`src/rtl/rename_stage.sv`:
```
// rename_stage
// Register-rename pipeline stage sitting between decode and dispatch.
// Takes a group of up to RENAME_WIDTH decoded instructions. Each lane that
// writes a non-x0 destination is given a physical register, using the free ID
// the RAT offers for that same lane. Source mappings and previous-destination
// mappings are read from the RAT, with bypass from earlier lanes of the same
// group. The new mappings are committed to the RAT in the cycle the group is
// accepted. The renamed group is then held in one output register until
// dispatch takes it.
//
// Ports
//   clk, rst                      clock, synchronous active-high reset
//   decode_rename_*               incoming decoded group (valid, rd, rd_valid, rs1, rs2)
//   rename_decode_ready           group accepted this cycle (combinational)
//   rat_rename_new_phy_id[_valid] free physical IDs offered, one slot per lane
//   rename_rat_phy_id/_valid/arch_id, rename_rat_map
//                                 new mappings committed in the accept cycle
//   rename_rat_read_arch_id       RAT lookup: port 0 = rs1, port 1 = rs2, port 2 = rd
//   rat_rename_read_phy_id        combinational RAT lookup result (pre-group state)
//   rename_dispatch_*             registered renamed group
//   dispatch_rename_ready         dispatch consumes the output register
//   commit_rename_flush           pipeline flush
module rename_stage #(
  parameter int RENAME_WIDTH      = 4,
  parameter int ARCH_REG_NUM      = 32,
  parameter int PHY_REG_NUM       = 64,
  parameter int ARCH_REG_ID_WIDTH = $clog2(ARCH_REG_NUM),
  parameter int PHY_REG_ID_WIDTH  = $clog2(PHY_REG_NUM)
) (
  input  logic                                              clk,
  input  logic                                              rst,
  input  logic [RENAME_WIDTH-1:0]                           decode_rename_valid,
  input  logic [RENAME_WIDTH-1:0][ARCH_REG_ID_WIDTH-1:0]    decode_rename_rd,
  input  logic [RENAME_WIDTH-1:0]                           decode_rename_rd_valid,
  input  logic [RENAME_WIDTH-1:0][ARCH_REG_ID_WIDTH-1:0]    decode_rename_rs1,
  input  logic [RENAME_WIDTH-1:0][ARCH_REG_ID_WIDTH-1:0]    decode_rename_rs2,
  output logic                                              rename_decode_ready,
  input  logic [RENAME_WIDTH-1:0][PHY_REG_ID_WIDTH-1:0]     rat_rename_new_phy_id,
  input  logic [RENAME_WIDTH-1:0]                           rat_rename_new_phy_id_valid,
  output logic [RENAME_WIDTH-1:0][PHY_REG_ID_WIDTH-1:0]     rename_rat_phy_id,
  output logic [RENAME_WIDTH-1:0]                           rename_rat_phy_id_valid,
  output logic [RENAME_WIDTH-1:0][ARCH_REG_ID_WIDTH-1:0]    rename_rat_arch_id,
  output logic                                              rename_rat_map,
  output logic [RENAME_WIDTH-1:0][2:0][ARCH_REG_ID_WIDTH-1:0] rename_rat_read_arch_id,
  input  logic [RENAME_WIDTH-1:0][2:0][PHY_REG_ID_WIDTH-1:0]  rat_rename_read_phy_id,
  output logic [RENAME_WIDTH-1:0]                           rename_dispatch_valid,
  output logic [RENAME_WIDTH-1:0][PHY_REG_ID_WIDTH-1:0]     rename_dispatch_prs1,
  output logic [RENAME_WIDTH-1:0][PHY_REG_ID_WIDTH-1:0]     rename_dispatch_prs2,
  output logic [RENAME_WIDTH-1:0][PHY_REG_ID_WIDTH-1:0]     rename_dispatch_prd,
  output logic [RENAME_WIDTH-1:0][PHY_REG_ID_WIDTH-1:0]     rename_dispatch_old_prd,
  output logic [RENAME_WIDTH-1:0]                           rename_dispatch_prd_valid,
  input  logic                                              dispatch_rename_ready,
  input  logic                                              commit_rename_flush
);

  localparam int RW = RENAME_WIDTH;
  localparam int PW = PHY_REG_ID_WIDTH;

  typedef logic [RW-1:0][PW-1:0] phy_vec_t;

  logic [RW-1:0] need;
  logic          alloc_ok;
  logic          out_free;
  logic          fire;

  phy_vec_t lane_prs1, lane_prs2, lane_prd, lane_old_prd;

  logic [RW-1:0] valid_q, valid_d;
  logic [RW-1:0] prd_valid_q, prd_valid_d;
  phy_vec_t      prs1_q, prs1_d, prs2_q, prs2_d, prd_q, prd_d, old_prd_q, old_prd_d;

  // Lane i only ever uses offer slot i, so a missing offer for any lane that
  // needs one stalls the whole group.
  always_comb begin
    // NOTE: every signal written in a combinational block gets a default
    // first, so no path leaves it unassigned and no latch is inferred.
    alloc_ok = 1'b1;
    need     = '0;
    for (int i = 0; i < RW; i++) begin
      need[i] = decode_rename_valid[i] & decode_rename_rd_valid[i] &
                (decode_rename_rd[i] != '0);
      if (need[i] && !rat_rename_new_phy_id_valid[i]) alloc_ok = 1'b0;
    end
  end

  assign out_free            = ~(|valid_q) | dispatch_rename_ready;
  assign rename_decode_ready = ~rst & ~commit_rename_flush & out_free & alloc_ok;
  assign fire                = rename_decode_ready & (|decode_rename_valid);

  // RAT write side: the ID fields simply follow decode; only map and the
  // per-lane enables qualify them.
  assign rename_rat_map          = fire;
  assign rename_rat_phy_id_valid = fire ? need : '0;
  assign rename_rat_phy_id       = rat_rename_new_phy_id;
  assign rename_rat_arch_id      = decode_rename_rd;

  always_comb begin
    rename_rat_read_arch_id = '0;
    for (int i = 0; i < RW; i++) begin
      rename_rat_read_arch_id[i][0] = decode_rename_rs1[i];
      rename_rat_read_arch_id[i][1] = decode_rename_rs2[i];
      rename_rat_read_arch_id[i][2] = decode_rename_rd[i];
    end
  end

  // Intra-group bypass. The RAT still holds the pre-group mapping, so an
  // earlier lane of this group that writes the same arch register overrides
  // it. Scanning oldest to youngest lets the youngest earlier writer win.
  always_comb begin
    lane_prs1    = '0;
    lane_prs2    = '0;
    lane_prd     = '0;
    lane_old_prd = '0;
    for (int j = 0; j < RW; j++) begin
      lane_prs1[j]    = rat_rename_read_phy_id[j][0];
      lane_prs2[j]    = rat_rename_read_phy_id[j][1];
      lane_old_prd[j] = rat_rename_read_phy_id[j][2];
      for (int i = 0; i < j; i++) begin
        if (need[i] && decode_rename_rd[i] == decode_rename_rs1[j])
          lane_prs1[j] = rat_rename_new_phy_id[i];
        if (need[i] && decode_rename_rd[i] == decode_rename_rs2[j])
          lane_prs2[j] = rat_rename_new_phy_id[i];
        if (need[i] && decode_rename_rd[i] == decode_rename_rd[j])
          lane_old_prd[j] = rat_rename_new_phy_id[i];
      end
      // x0 always reads as physical register 0.
      if (decode_rename_rs1[j] == '0) lane_prs1[j] = '0;
      if (decode_rename_rs2[j] == '0) lane_prs2[j] = '0;
      if (!need[j])                   lane_old_prd[j] = '0;
      lane_prd[j] = need[j] ? rat_rename_new_phy_id[j] : '0;
    end
  end

  // Output register next state. Flush wins over load and hold; fire already
  // excludes flush, but the explicit order keeps the priority obvious.
  always_comb begin
    valid_d     = valid_q;
    prd_valid_d = prd_valid_q;
    prs1_d      = prs1_q;
    prs2_d      = prs2_q;
    prd_d       = prd_q;
    old_prd_d   = old_prd_q;
    if (commit_rename_flush) begin
      valid_d     = '0;
      prd_valid_d = '0;
    end else if (fire) begin
      valid_d     = decode_rename_valid;
      prd_valid_d = need;
      prs1_d      = lane_prs1;
      prs2_d      = lane_prs2;
      prd_d       = lane_prd;
      old_prd_d   = lane_old_prd;
    end else if (dispatch_rename_ready) begin
      valid_d     = '0;
      prd_valid_d = '0;
    end
  end

  always_ff @(posedge clk) begin
    // NOTE: state registers use non-blocking assignments so every flop
    // samples its pre-edge inputs regardless of process ordering.
    if (rst) begin
      valid_q     <= '0;
      prd_valid_q <= '0;
      prs1_q      <= '0;
      prs2_q      <= '0;
      prd_q       <= '0;
      old_prd_q   <= '0;
    end else begin
      valid_q     <= valid_d;
      prd_valid_q <= prd_valid_d;
      prs1_q      <= prs1_d;
      prs2_q      <= prs2_d;
      prd_q       <= prd_d;
      old_prd_q   <= old_prd_d;
    end
  end

  assign rename_dispatch_valid     = valid_q;
  assign rename_dispatch_prd_valid = prd_valid_q;
  assign rename_dispatch_prs1      = prs1_q;
  assign rename_dispatch_prs2      = prs2_q;
  assign rename_dispatch_prd       = prd_q;
  assign rename_dispatch_old_prd   = old_prd_q;

endmodule

```
`config.mk`:
```
export PLATFORM = sky130hd
export DESIGN_NAME = rename_stage
export DESIGN_NICKNAME = d
export VERILOG_FILES = /design/src/rtl/rename_stage.sv
export SDC_FILE = /design/constraint.sdc
export NUM_CORES = 1
export LEC_CHECK = 0
export BUFFER_PORTS_ARGS = -buffer_cell sky130_fd_sc_hd__buf_2
export CORE_ASPECT_RATIO = 1.1
export CORE_MARGIN = 10
export CORE_UTILIZATION = 30
export CTS_BUF_LIST = sky130_fd_sc_hd__clkbuf_4
export DETAILED_ROUTE_END_ITERATION = 10
export HOLD_SLACK_MARGIN = 0.1
export PLACE_DENSITY = 0.66
export SYNTH_ARGS = -nofsm -noshare
export SYNTH_HDL_FRONTEND = slang
export SYNTH_SLANG_ARGS = --single-unit
```
`constraint.sdc`:
```
create_clock -name clk -period 2.6 [get_ports clk]
set_input_delay 0.26 -clock clk [delete_from_list [all_inputs] [get_ports clk]]
set_output_delay 0.26 -clock clk [all_outputs]
set_load 0.03 [all_outputs]
```
==> flow_summary.yaml <==
worst_setup_path:
  endpoint_kind: "output port"
  r2r_start: "rename_dispatch_valid[2]$_SDFFE_PP0P_"
  path_max_fanout: 27
  cp.arrival_ns: 2.27
  r2r_cells: 7
  timing.rr.end: "rename_dispatch_prs2[6]$_SDFFE_PP0P_"
  startpoint: "decode_rename_valid[0]"
  critPathRequiredTime_ns: 2.34
  r2r_slack_ns: 0.63
  startpoint_type: "input pin"
  timing_worst_setup_path_type: "input pin to output port"
clock_tree:
  clk_pin_slew_ns: 0.19
  clock_path_buffers: 2
  numCtsBuffers: 9
  clockRootBuffer: "clkbuf_4"
  clock-sinks: 104
  htreeDepth: 3
  postCtsSetupRepairBufs: 0
  clk_latency_ns: 0.48
  cts_tree: "built"
drt:
  wl_per_cell_microns: 21.63
  drc: 0
  dr.first_iter.drc_count: 386
  ant_nets: 0
  num_vias: 7110
  wirelength_microns: 31470
  dr.pass1.iters: 5
  viasPerCell: 4.887
placement:
  placed_cells: 1380
  io_buffers: 385
  place_hpwl_microns: 25140
  gp_congestion: 0.8650
die:
  die_area_sq_um: 29490
  die_h_microns: 179.1
  ios: 386
  core_sq_um: 22790
  dieWidth_microns: 164.6
  rows: 58
  start_util_pct: 30.30
pwr:
  peakVddDrop_mv: 0.1651
  power.leakage_nw: 4.095
  pwr-share-comb_pct: 34.3
  seq_power_share_pct: 44.3
  pwr-share-clk_pct: 21.5
  power_density_nw_per_um2: 411.7
  internal_power_mw: 2.346
  switching_share_pct: 38.24
  switching_power_mw: 1.453
yosys:
  synth_area_sq_um: 6904
  yosysSeqAreaShare_pct: 30.16
  async_reset_ff_share_pct: 0
  synth_warnings: 0
  ys_ff_latch: 104
  synth_ff_type: "dfxtp_1"
  synth_nets: 981
  avgSynthCellArea_sq_um: 8.534
  synthesis.instances: 809
  synth_edf_count: 0
  synthDistinctLibCells: 53
grt:
  grt_first_pass_wirelength_microns: 45060
  antenna_found_initial: 7
  grtUsageTotal_pct: 20.06
  grt_overflow: 0
  grt_max_degree: 44
  grt_pass1_vias: 7357
sta:
  final_hold_viol_count: 0
  slew_violations: 0
  fmaxAchievable_ghz: 0.3950
  maxSlewHeadroom_pct: 22.62
  tns_ns: 0
  finalCriticalPeriod_ns: 2.532
  tightestPinTransition_ns: 1.157
  rsz0062_at_grt: "false"
  skew_ns: 0.01442
  setup_viol: 0
  period_share_pct: 97.38
layout:
  n_fill_cell: 2353
  area_growth_pct: 33.65
  regArea_sq_um: 2082
  multi_input_comb_area_sq_um: 3794
  fin_util_pct: 40.50
  nNetsFinal: 1318
  final_layout_size_suffix_gt1_share_pct: 43.87
  final_cells: 1455
worst_hold_path:
  hp-start: "rat_rename_read_phy_id[36]"
  min_to: "rename_dispatch_prs1[12]$_SDFFE_PP0P_"
  hold_depth: 4
  min_path_type: "input pin to flop"
job:
  cap_violations: 0
outcome:
  status: "finished clean"
synth_stat cells, types with 8 or more instances:
master | n | share of area, %
nand4_1 | 8 | 0.72
xor2_1 | 32 | 4.1
o211ai_1 | 10 | 1.1
buf_2 | 13 | 0.94
or4_1 | 14 | 1.5
o21ai_1 | 48 | 3.5
nor3_1 | 9 | 0.65
dfxtp_1 | 104 | 30
nand3_1 | 61 | 4.4
nor4_2 | 9 | 1.6
mux2i_1 | 48 | 7.0
clkbuf_1 | 24 | 1.3
mux2_2 | 30 | 4.9
nor2_1 | 18 | 0.98
xnor2_1 | 58 | 7.4
nand2_1 | 81 | 4.4
a21oi_1 | 48 | 3.5
buf_4 | 111 | 12
critical path: stages:
cell and delay, ns:
dlygate4sd3_1 0.53, buf_2 0.14, nand2_1 0.17, o21bai_4 0.25, o221a_4 0.27, nand2_2 0.07, inv_2 0.16, buf_12 0.20
clkbuf_4 0.21
stage by stage:
step / hold WS (ns) / total power, mW / setup WS (ns) / instance area (sq um)
4_1_cts: 0.1112 / 3.837 / 0.04231 / 9183
6_report: 0.1495 / 3.799 / 0.06821 / 9228
2_1_floorplan: 0.3930 / 2.556 / 0.2143 / 6904
5_1_grt: 0.1262 / 3.982 / 0.0002802 / 9228
3_5_place_dp: 0.4367 / 2.951 / 0.1213 / 8502
3_3_place_gp: 0.4333 / 2.937 / 0.1342 / 8502
cell usage in the layout, fill, tap and decap left out, types with 3 or more instances in the layout:
cell type / count
a211oi_1: 5
a21oi_1: 47
a22o_1: 6
a22oi_1: 7
a2bb2oi_1: 4
buf_2: 384
buf_4: 38
clkbuf_4: 11
clkinv_4: 3
dfxtp_1: 104
diode_2: 4
dlygate4sd3_1: 55
inv_1: 6
mux2_2: 30
mux2i_1: 48
nand2_1: 81
nand3_1: 61
nand4_1: 8
nor2_1: 18
nor2b_1: 4
nor3_1: 9
nor4_2: 8
o211ai_1: 10
o21ai_0: 3
o21ai_1: 48
o21ai_2: 4
o21bai_1: 4
o31a_1: 4
or2_2: 3
or4_1: 14
xnor2_1: 58
xor2_1: 32
power groups by stage:
stage | clock network (mW) | registers, mW | logic [mW]
finish | 0.816 | 1.68 | 1.30
global placement | 0 | 1.71 | 1.22
floorplan | 0 | 1.83 | 0.725
global route | 0.902 | 1.69 | 1.39
CTS | 0.853 | 1.68 | 1.30
detailed placement | 0 | 1.72 | 1.24
cell type report:
| cell class | instances | share of cell area (%) |
|---|---|---|
| multi-input combinational | 543 | 41.11 |
| timing repair buffer | 480 | 30.40 |
| sequential | 104 | 22.56 |
| tap | 300 | 4.068 |
| clock buffer | 10 | 0.8136 |
| clock inverter | 6 | 0.5966 |
| inverter | 8 | 0.3390 |
| antenna | 4 | 0.1085 |
worst max path at each step:
| stage | slack, ns | endpoint | cells past startpoint |
|---|---|---|---|
| 3_5_place_dp | 0.12 | rename_dispatch_old_prd[19]$_SDFFE_PP0P_ | 8 |
| 5_1_grt | 0.0003 | rename_rat_map | 7 |
| 6_report | 0.07 | rename_rat_map | 9 |
| 4_1_cts | 0.04 | rename_rat_map | 9 |
| 3_3_place_gp | 0.13 | rename_dispatch_prs1[23]$_SDFFE_PP0P_ | 9 |
| 2_1_floorplan | 0.21 | rename_rat_phy_id_valid[0] | 7 |
layer usage:
layer | up-vias | global-route usage, % | part of all wire [%]
li1 | 3398 | - | -
met1 | 3374 | 23.77 | 41
met2 | 288 | 35.50 | 50
met3 | 44 | 3.973 | 5.7
met4 | 6 | 6.278 | 2.3
met5 | - | 0 | 0.16
sequential cells by signal, indices dropped and copies added, names as in the netlist:
| register | count |
|---|---|
| rename_dispatch_prs1 | 24 |
| rename_dispatch_old_prd | 24 |
| rename_dispatch_prs2 | 24 |
| rename_dispatch_prd | 24 |
| rename_dispatch_prd_valid | 4 |
| rename_dispatch_valid | 4 |
cell families after synthesis:
group,share of synthesized area (%)
AOI/OAI and AO/OA,14.39
xor gates and xnor gates,11.42
buffers and inverters,15.53
DFF,30.16
muxes,11.85
and+or+nand+nor,16.65
timing repair:
action                                  in CTS  in global routing
gates resized for setup                      0                  5
hold buffers                                55                  0
endpoints found under the setup margin       0                 10
hold endpoints to repair                    59                  0
Power figures use the tool's default switching activity.
